===== src/rtl/cp0_intc_if.sv =====
// Bus between the M stage and the CP0 interrupt controller: mtc0/mfc0 access,
// exception inputs from the pipeline, and the entry/EPC outputs back to it.
interface cp0_intc_if #(
    parameter int NUM_HWINT = 6
);
    logic                 we;
    logic [4:0]           addr_rd;
    logic [4:0]           addr_wr;
    logic [31:0]          din;
    logic [31:0]          pc_in;
    logic                 bd_in;
    logic [4:0]           exc_code_in;
    logic                 exl_clr;
    logic [NUM_HWINT-1:0] hw_int;
    logic [31:0]          dout;
    logic [31:0]          epc;
    logic                 int_req;
    logic                 exc_is_int;

    modport master (
        output we, addr_rd, addr_wr, din, pc_in, bd_in, exc_code_in, exl_clr, hw_int,
        input  dout, epc, int_req, exc_is_int
    );

    modport slave (
        input  we, addr_rd, addr_wr, din, pc_in, bd_in, exc_code_in, exl_clr, hw_int,
        output dout, epc, int_req, exc_is_int
    );
endinterface


===== src/rtl/cp0_intc.sv =====
// Coprocessor-0 interrupt controller: SR/Cause/EPC/PRId plus optional Count/Compare,
// decides exception or interrupt entry at the M stage and serves mfc0/mtc0.
module cp0_intc #(
    parameter int          NUM_HWINT  = 6,
    parameter int          INT_EDGE   = 0,
    parameter int          TIMER_EN   = 0,
    parameter logic [31:0] PRID_VALUE = 32'h2017_1204
) (
    input logic        clk,
    input logic        reset,
    cp0_intc_if.slave  bus
);
    localparam logic [4:0] ADDR_COUNT   = 5'd9;
    localparam logic [4:0] ADDR_COMPARE = 5'd11;
    localparam logic [4:0] ADDR_SR      = 5'd12;
    localparam logic [4:0] ADDR_CAUSE   = 5'd13;
    localparam logic [4:0] ADDR_EPC     = 5'd14;
    localparam logic [4:0] ADDR_PRID    = 5'd15;

    logic [7:0]           im;
    logic                 exl;
    logic                 ie;
    logic                 bdReg;
    logic [4:0]           excCode;
    logic [1:0]           swIp;
    logic [NUM_HWINT-1:0] hwReg;
    logic [NUM_HWINT-1:0] hwIp;
    logic [31:0]          epcReg;
    logic [31:0]          count;
    logic [31:0]          compare;
    logic                 timerPend;

    logic [7:0]  ip;
    logic        pend;
    logic        intReq;
    logic        wrEn;
    logic        wrSr;
    logic        wrCause;
    logic        wrEpc;
    logic        wrCount;
    logic        wrCompare;
    logic [31:0] pcAdj;
    logic [31:0] countInc;

    // ip[k] is Cause.IP[8+k]: two software bits, the hardware lines, then the timer on top.
    always_comb begin
        ip = 8'h00;
        ip[1:0] = swIp;
        for (int i = 0; i < NUM_HWINT; i++) begin
            ip[2+i] = hwIp[i];
        end
        if (TIMER_EN != 0) begin
            ip[7] = timerPend;
        end
    end

    assign pend   = ie & ~exl & (|(ip & im));
    assign intReq = pend | (bus.exc_code_in != 5'd0);

    assign bus.int_req    = reset & intReq;
    assign bus.exc_is_int = reset & pend;
    assign bus.epc        = epcReg;

    // Entry owns the edge, so any mtc0 issued alongside it is dropped.
    assign wrEn      = bus.we & ~intReq;
    assign wrSr      = wrEn && (bus.addr_wr == ADDR_SR);
    assign wrCause   = wrEn && (bus.addr_wr == ADDR_CAUSE);
    assign wrEpc     = wrEn && (bus.addr_wr == ADDR_EPC);
    assign wrCount   = wrEn && (bus.addr_wr == ADDR_COUNT);
    assign wrCompare = wrEn && (bus.addr_wr == ADDR_COMPARE);

    assign pcAdj    = bus.bd_in ? (bus.pc_in - 32'd4) : bus.pc_in;
    assign countInc = count + 32'd1;

    // SR, Cause.BD/ExcCode and EPC: entry beats eret, and eret beats an SR write to EXL.
    always_ff @(posedge clk) begin
        if (!reset) begin
            im      <= 8'h00;
            exl     <= 1'b0;
            ie      <= 1'b0;
            bdReg   <= 1'b0;
            excCode <= 5'd0;
            epcReg  <= 32'h0;
        end else if (intReq) begin
            exl     <= 1'b1;
            excCode <= pend ? 5'd0 : bus.exc_code_in;
            bdReg   <= bus.bd_in;
            epcReg  <= {pcAdj[31:2], 2'b00};
        end else begin
            if (wrSr) begin
                im  <= bus.din[15:8];
                exl <= bus.din[1];
                ie  <= bus.din[0];
            end
            if (bus.exl_clr) begin
                exl <= 1'b0;
            end
            if (wrEpc) begin
                epcReg <= {bus.din[31:2], 2'b00};
            end
        end
    end

    // Software bits plus hardware lines; an edge arriving with a clearing write stays latched.
    always_ff @(posedge clk) begin
        if (!reset) begin
            swIp  <= 2'b00;
            hwReg <= '0;
            hwIp  <= '0;
        end else begin
            hwReg <= bus.hw_int;
            if (wrCause) begin
                swIp <= bus.din[9:8];
            end
            if (INT_EDGE == 0) begin
                hwIp <= bus.hw_int;
            end else begin
                hwIp <= (wrCause ? (hwIp & bus.din[10 +: NUM_HWINT]) : hwIp)
                        | (bus.hw_int & ~hwReg);
            end
        end
    end

    // Timer pending only sets on a real increment hitting Compare, never on a load.
    always_ff @(posedge clk) begin
        if (!reset) begin
            count     <= 32'h0;
            compare   <= 32'h0;
            timerPend <= 1'b0;
        end else if (TIMER_EN != 0) begin
            if (wrCount) begin
                count <= bus.din;
            end else begin
                count <= countInc;
            end
            if (wrCompare) begin
                compare   <= bus.din;
                timerPend <= 1'b0;
            end else if (!wrCount && (countInc == compare)) begin
                timerPend <= 1'b1;
            end
        end
    end

    // mfc0 returns pre-edge state; the pipeline forwards fresh writes itself.
    always_comb begin
        bus.dout = 32'h0;
        case (bus.addr_rd)
            ADDR_SR:      bus.dout = {16'h0, im, 6'b0, exl, ie};
            ADDR_CAUSE:   bus.dout = {bdReg, 15'h0, ip, 1'b0, excCode, 2'b00};
            ADDR_EPC:     bus.dout = epcReg;
            ADDR_PRID:    bus.dout = PRID_VALUE;
            ADDR_COUNT:   bus.dout = (TIMER_EN != 0) ? count : 32'h0;
            ADDR_COMPARE: bus.dout = (TIMER_EN != 0) ? compare : 32'h0;
            default:      bus.dout = 32'h0;
        endcase
    end
endmodule


===== src/flat_wrapper.sv =====
// flat-port wrapper written by rule: the top's interface ports become plain ports
module cp0_intc_flat 
#(
    parameter int          NUM_HWINT  = 6,
    parameter int          INT_EDGE   = 0,
    parameter int          TIMER_EN   = 0,
    parameter logic [31:0] PRID_VALUE = 32'h2017_1204
)
  (clk, reset, bus_we, bus_addr_rd, bus_addr_wr, bus_din, bus_pc_in, bus_bd_in, bus_exc_code_in, bus_exl_clr, bus_hw_int, bus_dout, bus_epc, bus_int_req, bus_exc_is_int);
  cp0_intc_if #(.NUM_HWINT(NUM_HWINT)) bus_i ();
  input logic clk;
  input logic reset;
  input wire logic [$bits(bus_i.we)-1:0] bus_we;
  input wire logic [$bits(bus_i.addr_rd)-1:0] bus_addr_rd;
  input wire logic [$bits(bus_i.addr_wr)-1:0] bus_addr_wr;
  input wire logic [$bits(bus_i.din)-1:0] bus_din;
  input wire logic [$bits(bus_i.pc_in)-1:0] bus_pc_in;
  input wire logic [$bits(bus_i.bd_in)-1:0] bus_bd_in;
  input wire logic [$bits(bus_i.exc_code_in)-1:0] bus_exc_code_in;
  input wire logic [$bits(bus_i.exl_clr)-1:0] bus_exl_clr;
  input wire logic [$bits(bus_i.hw_int)-1:0] bus_hw_int;
  output wire logic [$bits(bus_i.dout)-1:0] bus_dout;
  output wire logic [$bits(bus_i.epc)-1:0] bus_epc;
  output wire logic [$bits(bus_i.int_req)-1:0] bus_int_req;
  output wire logic [$bits(bus_i.exc_is_int)-1:0] bus_exc_is_int;
  assign bus_i.we = bus_we;
  assign bus_i.addr_rd = bus_addr_rd;
  assign bus_i.addr_wr = bus_addr_wr;
  assign bus_i.din = bus_din;
  assign bus_i.pc_in = bus_pc_in;
  assign bus_i.bd_in = bus_bd_in;
  assign bus_i.exc_code_in = bus_exc_code_in;
  assign bus_i.exl_clr = bus_exl_clr;
  assign bus_i.hw_int = bus_hw_int;
  assign bus_dout = bus_i.dout;
  assign bus_epc = bus_i.epc;
  assign bus_int_req = bus_i.int_req;
  assign bus_exc_is_int = bus_i.exc_is_int;
  cp0_intc #(.NUM_HWINT(NUM_HWINT), .INT_EDGE(INT_EDGE), .TIMER_EN(TIMER_EN), .PRID_VALUE(PRID_VALUE)) u_core (.clk(clk), .reset(reset), .bus(bus_i));
endmodule

===== config.mk =====
export PLATFORM = sky130hd
export DESIGN_NAME = cp0_intc_flat
export DESIGN_NICKNAME = d
export VERILOG_FILES = /design/src/rtl/cp0_intc_if.sv /design/src/rtl/cp0_intc.sv /design/src/flat_wrapper.sv
export SDC_FILE = /design/constraint.sdc
export NUM_CORES = 1
export LEC_CHECK = 0
export CORE_MARGIN = 1
export CORE_UTILIZATION = 30
export CTS_BUF_LIST = sky130_fd_sc_hd__clkbuf_16
export CTS_CLUSTER_SIZE = 14
export DETAILED_ROUTE_END_ITERATION = 7
export PLACE_DENSITY = 0.69
export SYNTH_ARGS = -nofsm -noshare
export SYNTH_HDL_FRONTEND = slang
export SYNTH_SLANG_ARGS = --single-unit

===== constraint.sdc =====
create_clock -name clk -period 1.9 [get_ports clk]
set_input_delay 0.19 -clock clk [delete_from_list [all_inputs] [get_ports clk]]
set_output_delay 0.19 -clock clk [all_outputs]
set_load 0.05 [all_outputs]

==> flow_summary_export.csv <==
group,metric,value,unit
run_status,status,"finished with violations",
run_status,violations,"setup timing",
floorplanning,die_x,110.3,um
cts,cts.sinks,54,
cts,clkLatencyLatePin,290,ps
cells_and_area,layoutNonFillerInstCount,803,
placed_design,hpwl,10.90,mm
routing,firstDrtPassIters,5,
floorplanning,dieArea,0.01217,mm2
routing,drt_wl_total,15.48,mm
min_path,min_to,"u_core.excCode[2]",
critical_path,path_class,"input port to register",
critical_path,worstPathMaxFanout,4,
sta,setup_violations,3,
cells_and_area,layout_commonest_cell,"clkdlybuf4s50_1",
sta,slew_viol_final,0,
logic_synthesis,syn_avg_cell_area,7.999,um2
global_routing,met1_usage,0.2865,
logic_synthesis,synth_warnings,0,
critical_path,rr_startpoint,"u_core.im[0]",
global_routing,antenna_found_initial,2,
routing,drt-initial-drc-count,305,
sta,min_period,1934,ps
placed_design,numPortBuffers,151,
sta,setup_tns,-44.59,ps
global_routing,grt.total_usage,0.2463,
cts,ctsHoldBuffers,0,
logic_synthesis,synthFlopType,"dfxtp_1",
critical_path,reg2reg_depth,5,
global_routing,grt_max_degree,43,
power,powerDensity,458.7,mW/mm2
routing,drtAntennaViolNets,0,
critical_path,worst_setup_path_end_kind,"register",
cells_and_area,fin_util,0.6054,
cells_and_area,most-common-layout-cells,"clkdlybuf4s50_1 (92), buf_4 (90), dfxtp_1 (52), nor2_1 (45), buf_12 (40)",
cells_and_area,nets,749,
min_path,hold_start,"bus_exc_code_in[2]",
logic_synthesis,synth_area,0.003520,mm2
floorplanning,start_util,0.3082,
sta,fin_ws,-34.26,ps
sta,clock_skew,12.33,ps
routing,routedWlPerCell,19.28,um
sta,fin_crit_sh,1.018,
placed_design,placed_area,0.006126,mm2
power,leakagePower,0.002610,uW
placed_design,dp.cells,779,
sta,rsz0062_at_grt,"true",
floorplanning,num_rows,39,
logic_synthesis,synth_edf_count,0,
cts,cts_max_level,2,
floorplanning,io_pins,156,
logic_synthesis,synth_cell_types,51,
critical_path,required,2100,ps
floorplanning,core,0.01142,mm2
critical_path,start_kind,"input port",
placed_design,place_congestion,0.8558,
global_routing,grt-busiest-layer,"met2",
job,drv_cap,0,
logic_synthesis,async_flop_share,0,
logic_synthesis,ys_seq_area_frac,0.3071,
cells_and_area,area.growth.synth_to_final,96.41,%
critical_path,regToRegEndpoint,"u_core.bus.epc[28]",
global_routing,use_met3,0.03410,
cts,clock_path_buffers,2,
cells_and_area,drive_above_1_share,0.3419,
min_path,holdPathStages,4,
power,vdd_drop_max,0.4738,mV
cts,cts-root-buf,"clkbuf_16",
routing,routed_via_density,5.782,
global_routing,grt_pass1_wl,23.21,mm
cts,clk_pin_slew,70,ps
cts,cts_inserted_buffers,5,
routing,vias,4643,
sta,relSlewSlack,0.6643,
logic_synthesis,syn_inst,440,
sta,worst_pin_slew,502.0,ps
floorplanning,die_h,110.3,um
cells_and_area,num-fill-cells,955,
global_routing,grt_pass1_vias,4702,
global_routing,grt-ovfl-total,0,
sta,clock.fmax,517.0,MHz
critical_path,reg2reg_slack,80,ps
logic_synthesis,synth_seq_cells,54,
cells_and_area,final_area,0.006913,mm2
min_path,hp-class,"input port to register",
sta,hold_violations,0,
routing,drc,0,
global_routing,grt_util_met2,0.4516,
cts,tritoncts,"built",
critical_path,worstPathArrival,2130,ps
==> per-layer routing <==
| metal | wire length [um] | part of all wire |
|---|---|---|
| met1 | 6004 | 0.39 |
| met2 | 7982 | 0.52 |
| met3 | 1123 | 0.073 |
| met4 | 371 | 0.024 |
| met5 | 0 | 0 |
==> worst max path at each step <==
stage	from	end	slack, ps	cells past startpoint
2_1_floorplan	bus_addr_rd[4]	bus_dout[0]	-380	2
3_3_place_gp	bus_pc_in[20]	u_core.bus.epc[28]	-610	5
3_5_place_dp	bus_pc_in[20]	u_core.bus.epc[28]	-690	5
4_1_cts	bus_pc_in[18]	u_core.bus.epc[28]	5	5
5_1_grt	bus_pc_in[27]	u_core.bus.epc[28]	-100	6
6_report	bus_pc_in[27]	u_core.bus.epc[28]	-30	6
==> worst max-delay path, stage by stage <==
cell and delay, ps:
dlygate4sd2_1 240, or3_4 390, buf_6 130, or3_4 330, or4_4 550, a311oi_2 310
==> state kept, by name (all words and copies together) (netlist names) <==
| signal | flops |
|---|---|
| u_core.hwIp | 6 |
| u_core.swIp | 2 |
| u_core.bus.epc | 30 |
| u_core.excCode | 5 |
| u_core.bdReg | 1 |
| u_core.im | 8 |
| u_core.exl | 1 |
| u_core.ie | 1 |
==> area by class of cell <==
cell class                      count  area (um2)  area share
Clock buffer                        5       125.1     0.01810
Clock inverter                      2       33.78    0.004887
Tap cell                          143       178.9     0.02588
Sequential cell                    54        1084      0.1567
Timing Repair Buffer              252        2701      0.3908
Antenna cell                        2       5.005   0.0007240
Inverter                            4       15.01    0.002172
Multi-Input combinational cell    341        2770      0.4007
==> synth_stat cells, types with 6 or more instances <==
cell type,instances,share of area
xnor2_1,9,0.022
and2_1,17,0.030
a2111oi_0,29,0.072
o21ai_0,16,0.023
o31ai_1,8,0.017
dfxtp_1,54,0.31
nor4_1,6,0.011
nand2_1,9,0.0096
mux2i_1,6,0.017
and3_1,29,0.052
or3_1,9,0.016
a21oi_1,26,0.037
nor2_1,47,0.050
a311oi_1,16,0.040
or4_1,15,0.032
nand3_1,14,0.020
clkbuf_1,38,0.041
a211oi_1,16,0.034
==> power breakdown <==
group / leakage, uW / internal (uW) / switching, uW
Sequential: 0.000448 / 1190 / 61.1
Clock: 0.0000773 / 611 / 411
Combinational: 0.00208 / 439 / 461
Total: 0.00261 / 2240 / 933
==> cell families (layout without fill, tap and decap cells) <==
family                     count (synthesis)  count (layout)  share of synthesized area
buffers and inverters                     47             263                    0.05474
AOI/OAI and AO/OA                        131             131                     0.2734
muxes                                      6               6                    0.01706
adders and majority gates                  1               1                   0.003554
DFF                                       54              54                     0.3071
xor gates and xnor gates                  13              13                    0.03235
other                                      1               4                   0.001065
and+or+nand+nor                          187             188                     0.3107
==> repair_timing <==
| item | in CTS | in global routing |
|---|---|---|
| pin swaps | 26 | 19 |
| gates cloned | 2 | 0 |
| gates resized for setup | 107 | 46 |
| endpoints found under the setup margin | 42 | 51 |
| hold endpoints to repair | 0 | 0 |
| buffers inserted | 9 | 5 |
==> per-stage QoR <==
| stage | worst slack, ps | power, uW | hold slack (ps) |
|---|---|---|---|
| 6_report | -34.26 | 3171 | 286.3 |
| 5_1_grt | -98.39 | 3270 | 305.0 |
| 4_1_cts | 5.210 | 3131 | 312.4 |
| 3_5_place_dp | -691.0 | 2107 | 478.8 |
| 3_3_place_gp | -614.2 | 2094 | 465.6 |
| 2_1_floorplan | -380.8 | 1613 | 307.4 |
Note: power is estimated with default switching activity, not from simulation.
